### config.mk
export PLATFORM = sky130hd
export DESIGN_NAME = calc_controller
export DESIGN_NICKNAME = d
export VERILOG_FILES = /design/src/rtl/calc_ctrl_pkg.sv /design/src/rtl/calc_addr_gen.sv /design/src/rtl/calc_controller.sv
export SDC_FILE = /design/constraint.sdc
export NUM_CORES = 1
export LEC_CHECK = 0
export ABC_AREA = 1
export CAP_MARGIN = 20
export CORE_MARGIN = 2
export CORE_UTILIZATION = 55
export DETAILED_ROUTE_END_ITERATION = 10
export PLACE_DENSITY = 0.86
export SLEW_MARGIN = 15
export SYNTH_ARGS = -nofsm -noshare
export SYNTH_HDL_FRONTEND = slang
export SYNTH_SLANG_ARGS = --single-unit
### constraint.sdc
create_clock -name clk -period 3.28 [get_ports clk]
set_clock_uncertainty 0.05 [all_clocks]
set_input_delay 0.492 -clock clk [delete_from_list [all_inputs] [get_ports clk]]
set_output_delay 0.492 -clock clk [all_outputs]
set_load 0.02 [all_outputs]
### src/rtl/calc_ctrl_pkg.sv
// Shared types and constants for the calculator sequencer.
package calc_ctrl_pkg;

    localparam int DEF_DATA_SIZE   = 32;
    localparam int DEF_ADDR_SIZE   = 10;
    localparam int CYCLES_PER_ELEM = 4;

    typedef enum logic [2:0] {
        ST_IDLE,
        ST_READ_A,
        ST_READ_B,
        ST_ADD,
        ST_WRITE,
        ST_DONE
    } calc_state_e;

endpackage

### src/rtl/calc_addr_gen.sv
// Read/write address counters for one job: load on start, step once per
// element, wrap the write pointer at the configured end address.
module calc_addr_gen #(
    parameter int AddrSize = 10
) (
    input  logic                clk,
    input  logic                reset_n,
    input  logic                load_i,
    input  logic                step_i,
    input  logic [AddrSize-1:0] rd_start_i,
    input  logic [AddrSize-1:0] rd_end_i,
    input  logic [AddrSize-1:0] wr_start_i,
    input  logic [AddrSize-1:0] wr_end_i,
    output logic [AddrSize-1:0] rd_addr_o,
    output logic [AddrSize-1:0] wr_addr_o,
    output logic                last_o
);

    localparam logic [AddrSize-1:0] ONE = 1;

    logic [AddrSize-1:0] rd_addr_q;
    logic [AddrSize-1:0] wr_addr_q;
    logic [AddrSize-1:0] rd_end_q;
    logic [AddrSize-1:0] wr_start_q;
    logic [AddrSize-1:0] wr_end_q;

    assign rd_addr_o = rd_addr_q;
    assign wr_addr_o = wr_addr_q;
    assign last_o    = (rd_addr_q == rd_end_q);

    // Counter registers; the read pointer holds on the last element so a
    // range ending at the top of the address space never wraps.
    always_ff @(posedge clk) begin
        if (!reset_n) begin
            rd_addr_q  <= '0;
            wr_addr_q  <= '0;
            rd_end_q   <= '0;
            wr_start_q <= '0;
            wr_end_q   <= '0;
        end else if (load_i) begin
            rd_addr_q  <= rd_start_i;
            wr_addr_q  <= wr_start_i;
            rd_end_q   <= rd_end_i;
            wr_start_q <= wr_start_i;
            wr_end_q   <= wr_end_i;
        end else if (step_i) begin
            if (!last_o) begin
                rd_addr_q <= rd_addr_q + ONE;
            end
            wr_addr_q <= (wr_addr_q == wr_end_q) ? wr_start_q : wr_addr_q + ONE;
        end
    end

endmodule

### src/rtl/calc_controller.sv
// Sequencer: reads A and B operands per address, adds them and writes the
// zero-extended sum to the selected SRAM. All outputs come from flops that
// are loaded from the current state, so they appear one cycle after it.
module calc_controller
    import calc_ctrl_pkg::*;
#(
    parameter int DataSize = DEF_DATA_SIZE,
    parameter int AddrSize = DEF_ADDR_SIZE
) (
    input  logic                  clk,
    input  logic                  reset_n,
    input  logic                  start,
    input  logic [AddrSize-1:0]   read_start_addr,
    input  logic [AddrSize-1:0]   read_end_addr,
    input  logic [AddrSize-1:0]   write_start_addr,
    input  logic [AddrSize-1:0]   write_end_addr,
    input  logic                  dest_sel,
    input  logic [DataSize*2-1:0] rd_data,
    output logic                  rd_en,
    output logic                  wr_en,
    output logic                  loc_sel,
    output logic [AddrSize-1:0]   curr_rd_addr,
    output logic [AddrSize-1:0]   curr_wr_addr,
    output logic [DataSize*2-1:0] wr_data,
    output logic                  ready,
    output logic                  done,
    output logic                  cfg_err
);

    calc_state_e state_q, state_d;

    logic                  dest_q;
    logic                  err_q;
    logic [DataSize-1:0]   op_a_q;
    logic                  rd_en_q, rd_en_d;
    logic                  wr_en_q, wr_en_d;
    logic                  loc_sel_q, loc_sel_d;
    logic                  done_q, done_d;
    logic                  ready_q, ready_d;
    logic                  cfg_err_q;
    logic [AddrSize-1:0]   curr_rd_addr_q;
    logic [AddrSize-1:0]   curr_wr_addr_q;
    logic [DataSize*2-1:0] wr_data_q;

    logic                  load;
    logic                  step;
    logic                  last;
    logic                  range_bad;
    logic [AddrSize-1:0]   rd_addr;
    logic [AddrSize-1:0]   wr_addr;
    logic [DataSize:0]     sum;
    logic                  unused_rd_hi;

    assign range_bad    = (read_end_addr < read_start_addr);
    assign sum          = {1'b0, op_a_q} + {1'b0, rd_data[DataSize-1:0]};
    assign unused_rd_hi = ^rd_data[DataSize*2-1:DataSize];

    calc_addr_gen #(
        .AddrSize (AddrSize)
    ) u_addr_gen (
        .clk        (clk),
        .reset_n    (reset_n),
        .load_i     (load),
        .step_i     (step),
        .rd_start_i (read_start_addr),
        .rd_end_i   (read_end_addr),
        .wr_start_i (write_start_addr),
        .wr_end_i   (write_end_addr),
        .rd_addr_o  (rd_addr),
        .wr_addr_o  (wr_addr),
        .last_o     (last)
    );

    // Next-state and output decode for the element sequence.
    always_comb begin
        state_d   = state_q;
        load      = 1'b0;
        step      = 1'b0;
        rd_en_d   = 1'b0;
        wr_en_d   = 1'b0;
        loc_sel_d = 1'b0;
        done_d    = 1'b0;
        ready_d   = 1'b0;
        case (state_q)
            ST_IDLE: begin
                ready_d = 1'b1;
                if (start) begin
                    if (range_bad) begin
                        state_d = ST_DONE;
                    end else begin
                        load    = 1'b1;
                        state_d = ST_READ_A;
                    end
                end
            end
            ST_READ_A: begin
                rd_en_d = 1'b1;
                state_d = ST_READ_B;
            end
            ST_READ_B: begin
                rd_en_d   = 1'b1;
                loc_sel_d = 1'b1;
                state_d   = ST_ADD;
            end
            ST_ADD: begin
                state_d = ST_WRITE;
            end
            ST_WRITE: begin
                wr_en_d   = 1'b1;
                loc_sel_d = dest_q;
                step      = 1'b1;
                state_d   = last ? ST_DONE : ST_READ_A;
            end
            ST_DONE: begin
                done_d  = 1'b1;
                state_d = ST_IDLE;
            end
            default: begin
                state_d = ST_IDLE;
            end
        endcase
    end

    // State, job configuration, operand capture and registered outputs.
    // Because the read enable is itself registered, operand A is on rd_data
    // while in ADD and operand B while in WRITE.
    always_ff @(posedge clk) begin
        if (!reset_n) begin
            state_q        <= ST_IDLE;
            dest_q         <= 1'b0;
            err_q          <= 1'b0;
            op_a_q         <= '0;
            rd_en_q        <= 1'b0;
            wr_en_q        <= 1'b0;
            loc_sel_q      <= 1'b0;
            done_q         <= 1'b0;
            ready_q        <= 1'b1;
            cfg_err_q      <= 1'b0;
            curr_rd_addr_q <= '0;
            curr_wr_addr_q <= '0;
            wr_data_q      <= '0;
        end else begin
            state_q        <= state_d;
            rd_en_q        <= rd_en_d;
            wr_en_q        <= wr_en_d;
            loc_sel_q      <= loc_sel_d;
            done_q         <= done_d;
            ready_q        <= ready_d;
            cfg_err_q      <= err_q;
            curr_rd_addr_q <= rd_addr;
            curr_wr_addr_q <= wr_addr;
            if (state_q == ST_IDLE && start) begin
                err_q <= range_bad;
                if (!range_bad) begin
                    dest_q <= dest_sel;
                end
            end
            if (state_q == ST_ADD) begin
                op_a_q <= rd_data[DataSize-1:0];
            end
            if (state_q == ST_WRITE) begin
                wr_data_q <= {{(DataSize-1){1'b0}}, sum};
            end
        end
    end

    assign rd_en        = rd_en_q;
    assign wr_en        = wr_en_q;
    assign loc_sel      = loc_sel_q;
    assign done         = done_q;
    assign ready        = ready_q;
    assign cfg_err      = cfg_err_q;
    assign curr_rd_addr = curr_rd_addr_q;
    assign curr_wr_addr = curr_wr_addr_q;
    assign wr_data      = wr_data_q;

endmodule
==> impl_results.md <==
- X dimension of the die: around 130 um
- FP Rows: 46
- Average wire per cell in the routed design: 13.3 um
- Fillcell total: ~1300
- Final design area excluding fillers: 10900 um2
- Maximum clock frequency: 0.393 GHz
- Most frequently used flop master after synthesis: dfxtp_1
- Crit start category: input port
- Share of Yosys cell area claimed by the top area cell type: between 30% and 40%
- Seq/Total Area, Yosys: 32.7%
- Crit share post-route: approximately 78%
- Pins Over Slew Limit: 0
- Placed cell areas: 10200 um2
- Post-synthesis share of cell area spent on xor and xnor gates: around 3.4%
- DRC: 0
- Top-count cell post-synth: nand2_1
- Bufs on Longest Clock Path: 2
- Peak supply drop: slightly below 0.5 mV
- Area enclosed by the die boundary: between 15000 and 20000 um2
- Vias in the first global route: 8486
- Required time at the endpoint of the critical path: 3.51 ns
- GRT Total Usage: 27.2%
- Global placement routability congestion: between 0.9 and 1
- Deepest level of the CTS H-tree: 4
- Hpwl dp: 16800 um
- Top fanout value on the critical path: 28
- Post-Syn Area per Cell: 6.40 um2
- Arrival time reported for the critical path endpoint: 2.77 ns
- Biggest area contributors in the synthesized netlist: dfxtp_1 (33%), nand2_1 (16%), nor2_1 (9.1%)
- Layout cell share with drive strength beyond 1: 5.23%
- Total number of clock tree sinks: 146
- Setup TNS: 0 ns
- TritonCTS buffer count: 17
- Final net count: 1669
- Cell area after synthesis: 8950 um2
- Y dimension of the die: 132 um
- Compound-gate portion of the synthesized area: 9.05%
- Number of buffers inserted by hold repair at cts: 0
- Post-synthesis share of cell area spent on and, or, nand and nor gates: 33.8%
- Status: completed
- Number of nets with antenna violations after detailed routing: 0
- Ys Warns: 0
- Total leakage power: 5.59 nW
- Mux share of post-synthesis cell area: 0%
- Class of the most critical hold timing path: input port to register
- TritonCTS clock tree: yes
- Number of setup buffers added after CTS: 0
- Power per unit of standard cell area: about 700 nW/um2
- Post-synthesis instance total: approximately 1400
- Setup crit end kind: register
- Min Tclk post-route: 2.55 ns
- Number of gates resized after cts: 0
- Post-CTS clock slew at the launch and capture registers of the worst setup and hold paths: 0.06 ns
- Vias post-DR: 8971
- Routed WL: 23200 um
- Actual transition at the worst max-transition pin: 0.912 ns
- Final std cells w/o fill: 1747
- I/O pin total: 198
- Core footprint: 15900 um2
- Adder and majority gate portion of the synthesized area: 6.24%
- 1st-pass router iterations: 7
- Setup Viol. Count Final: 0
- Wire length of the first global-routing pass: 39000 um
- CTS Root Cell: clkbuf_16
- Count of flip-flops with a built-in enable after synthesis: 0
- Relative area change from synthesis to final layout: 21.9%
- Final Hold Vio Count: 0
- Initial standard-cell utilization of the core: 56.3%
- Antenna violations before repair: 0
- Fraction of registers with async set or reset after synthesis: 0%
- Initial drt markers: between 600 and 700
- Leading area contributor after synthesis: dfxtp_1
- RSZ-0062 raised after global routing: false
- Main combinational cell family by area after synthesis: simple AND/OR/NAND/NOR gates
- Port buffer count: 134
- Clock Latency Late Sink: 0.43 ns
- Via count normalized by instance count: 5.14
- Max-Slew Margin vs Limit: 39.0%
- Global-route congestion overflow total: 0
- Inst Count DP: 1714
- Critical Setup Path Class: input port to register
- Number of distinct library cells after synthesis: 43
- Pin count of the biggest net entering global routing: 65
- Number of maximum-capacitance violations: 0
- Top cell types by occurrence after synthesis: nand2_1 (374), nor2_1 (216), inv_1 (209), dfxtp_1 (146), nand3_1 (87)
- Number of flip-flops and latches in the synthesized netlist: about 150
## logic make-up (layout without fill, tap and decap cells)
kind of cell | after synthesis | count (layout)
fa+ha+maj | 44 | 44
other cells | 1 | 32
flops | 146 | 146
xor+xnor | 35 | 35
compound gates | 155 | 155
simple gates | 726 | 726
buf+inv | 292 | 393
## state kept, by name, summed over array words and instances, names as in the netlist, 3 cells and up
signal and count:
curr_wr_addr 10, u_addr_gen.wr_addr_o 10, u_addr_gen.rd_addr_o 10, u_addr_gen.wr_end_q 10, wr_data 33, curr_rd_addr 10, u_addr_gen.rd_end_q 10, state_q 3
op_a_q 32, u_addr_gen.wr_start_q 10
## stage by stage
stage,total power (W),worst slack [ns],hold slack [ns],util (%)
final,0.00770,0.735,0.338,68.7
after global routing,0.00816,0.579,0.351,68.6
after CTS,0.00768,0.768,0.327,68.6
after detailed placement,0.00546,0.330,0.377,64.4
after global placement,0.00538,0.450,0.374,64.4
after floorplan,0.00465,1.19,0.354,-
## cells in the final DEF, fill, tap and decap left out, drive strengths merged, types with 2 or more instances in the layout
cell type      synthesis  layout
nand3                 93      93
or2                    4       4
nor2                 229     229
buf                   58       7
conb                   1      31
clkdlybuf4s50          0     133
clkinv                 1       4
o21bai                 3       3
o21ai                 80      80
nor3                  13      13
a21o                   2       2
inv                  220     223
nand4                  5       5
dfxtp                146     146
a21oi                 58      58
bufinv                 0       5
xor2                  19      19
nand2                381     381
xnor2                 16      16
ha                    43      43
o22ai                  9       9
clkbuf                13      20
## metal layers
metal / routed length, um / vias up / share of wire, % / GRT usage, %
met5: 0 / - / 0 / 0
met4: 701 / 0 / 3.0 / 11.7
met3: 1520 / 65 / 6.5 / 4.98
met2: 11300 / 331 / 49 / 47.0
met1: 9680 / 4084 / 42 / 33.0
li1: - / 4491 / - / -
## cell type report
class                      instances  area (um2)  area share [%]
clock buffer                      20         467            4.28
timing repair buffer             140        1380            12.7
tap                              216         270            2.48
inverter                         221         841            7.71
antenna                            1        2.50          0.0229
sequential                       146        2920            26.8
multi-input combinational        991        4820            44.2
clock inverter                    12         199            1.82
## where the power goes
| part | switching [W] | internal [W] |
|---|---|---|
| clock network | 0.000797 | 0.00141 |
| logic | 0.00194 | 0.00113 |
| registers | 0.000273 | 0.00216 |
| total | 0.00301 | 0.00470 |
## worst paths after layout
kind | cells past startpoint | slack, ns | to | startpoint
worst min register to register | 2 | 0.38 | cfg_err | err_q
worst min-delay path | 3 | 0.34 | done | reset_n
worst max-delay path | 15 | 0.73 | u_addr_gen.wr_addr_o[8] | read_start_addr[3]
worst max register to register | 12 | 0.98 | wr_data[20] | op_a_q[0]
## critical path, stage by stage
cell	delay (ns)
clkdlybuf4s50_1	0.52
inv_1	0.06
ha_1	0.31
nand2_1	0.06
nand2_1	0.08
nand2_1	0.09
nand2_1	0.07
nand2_1	0.10
nand3_4	0.14
nand2_4	0.31
inv_8	0.16
nand2_1	0.12
nand2_1	0.06
nor2_1	0.11
nor2_1	0.05
Note: power is estimated with default switching activity, not from simulation.
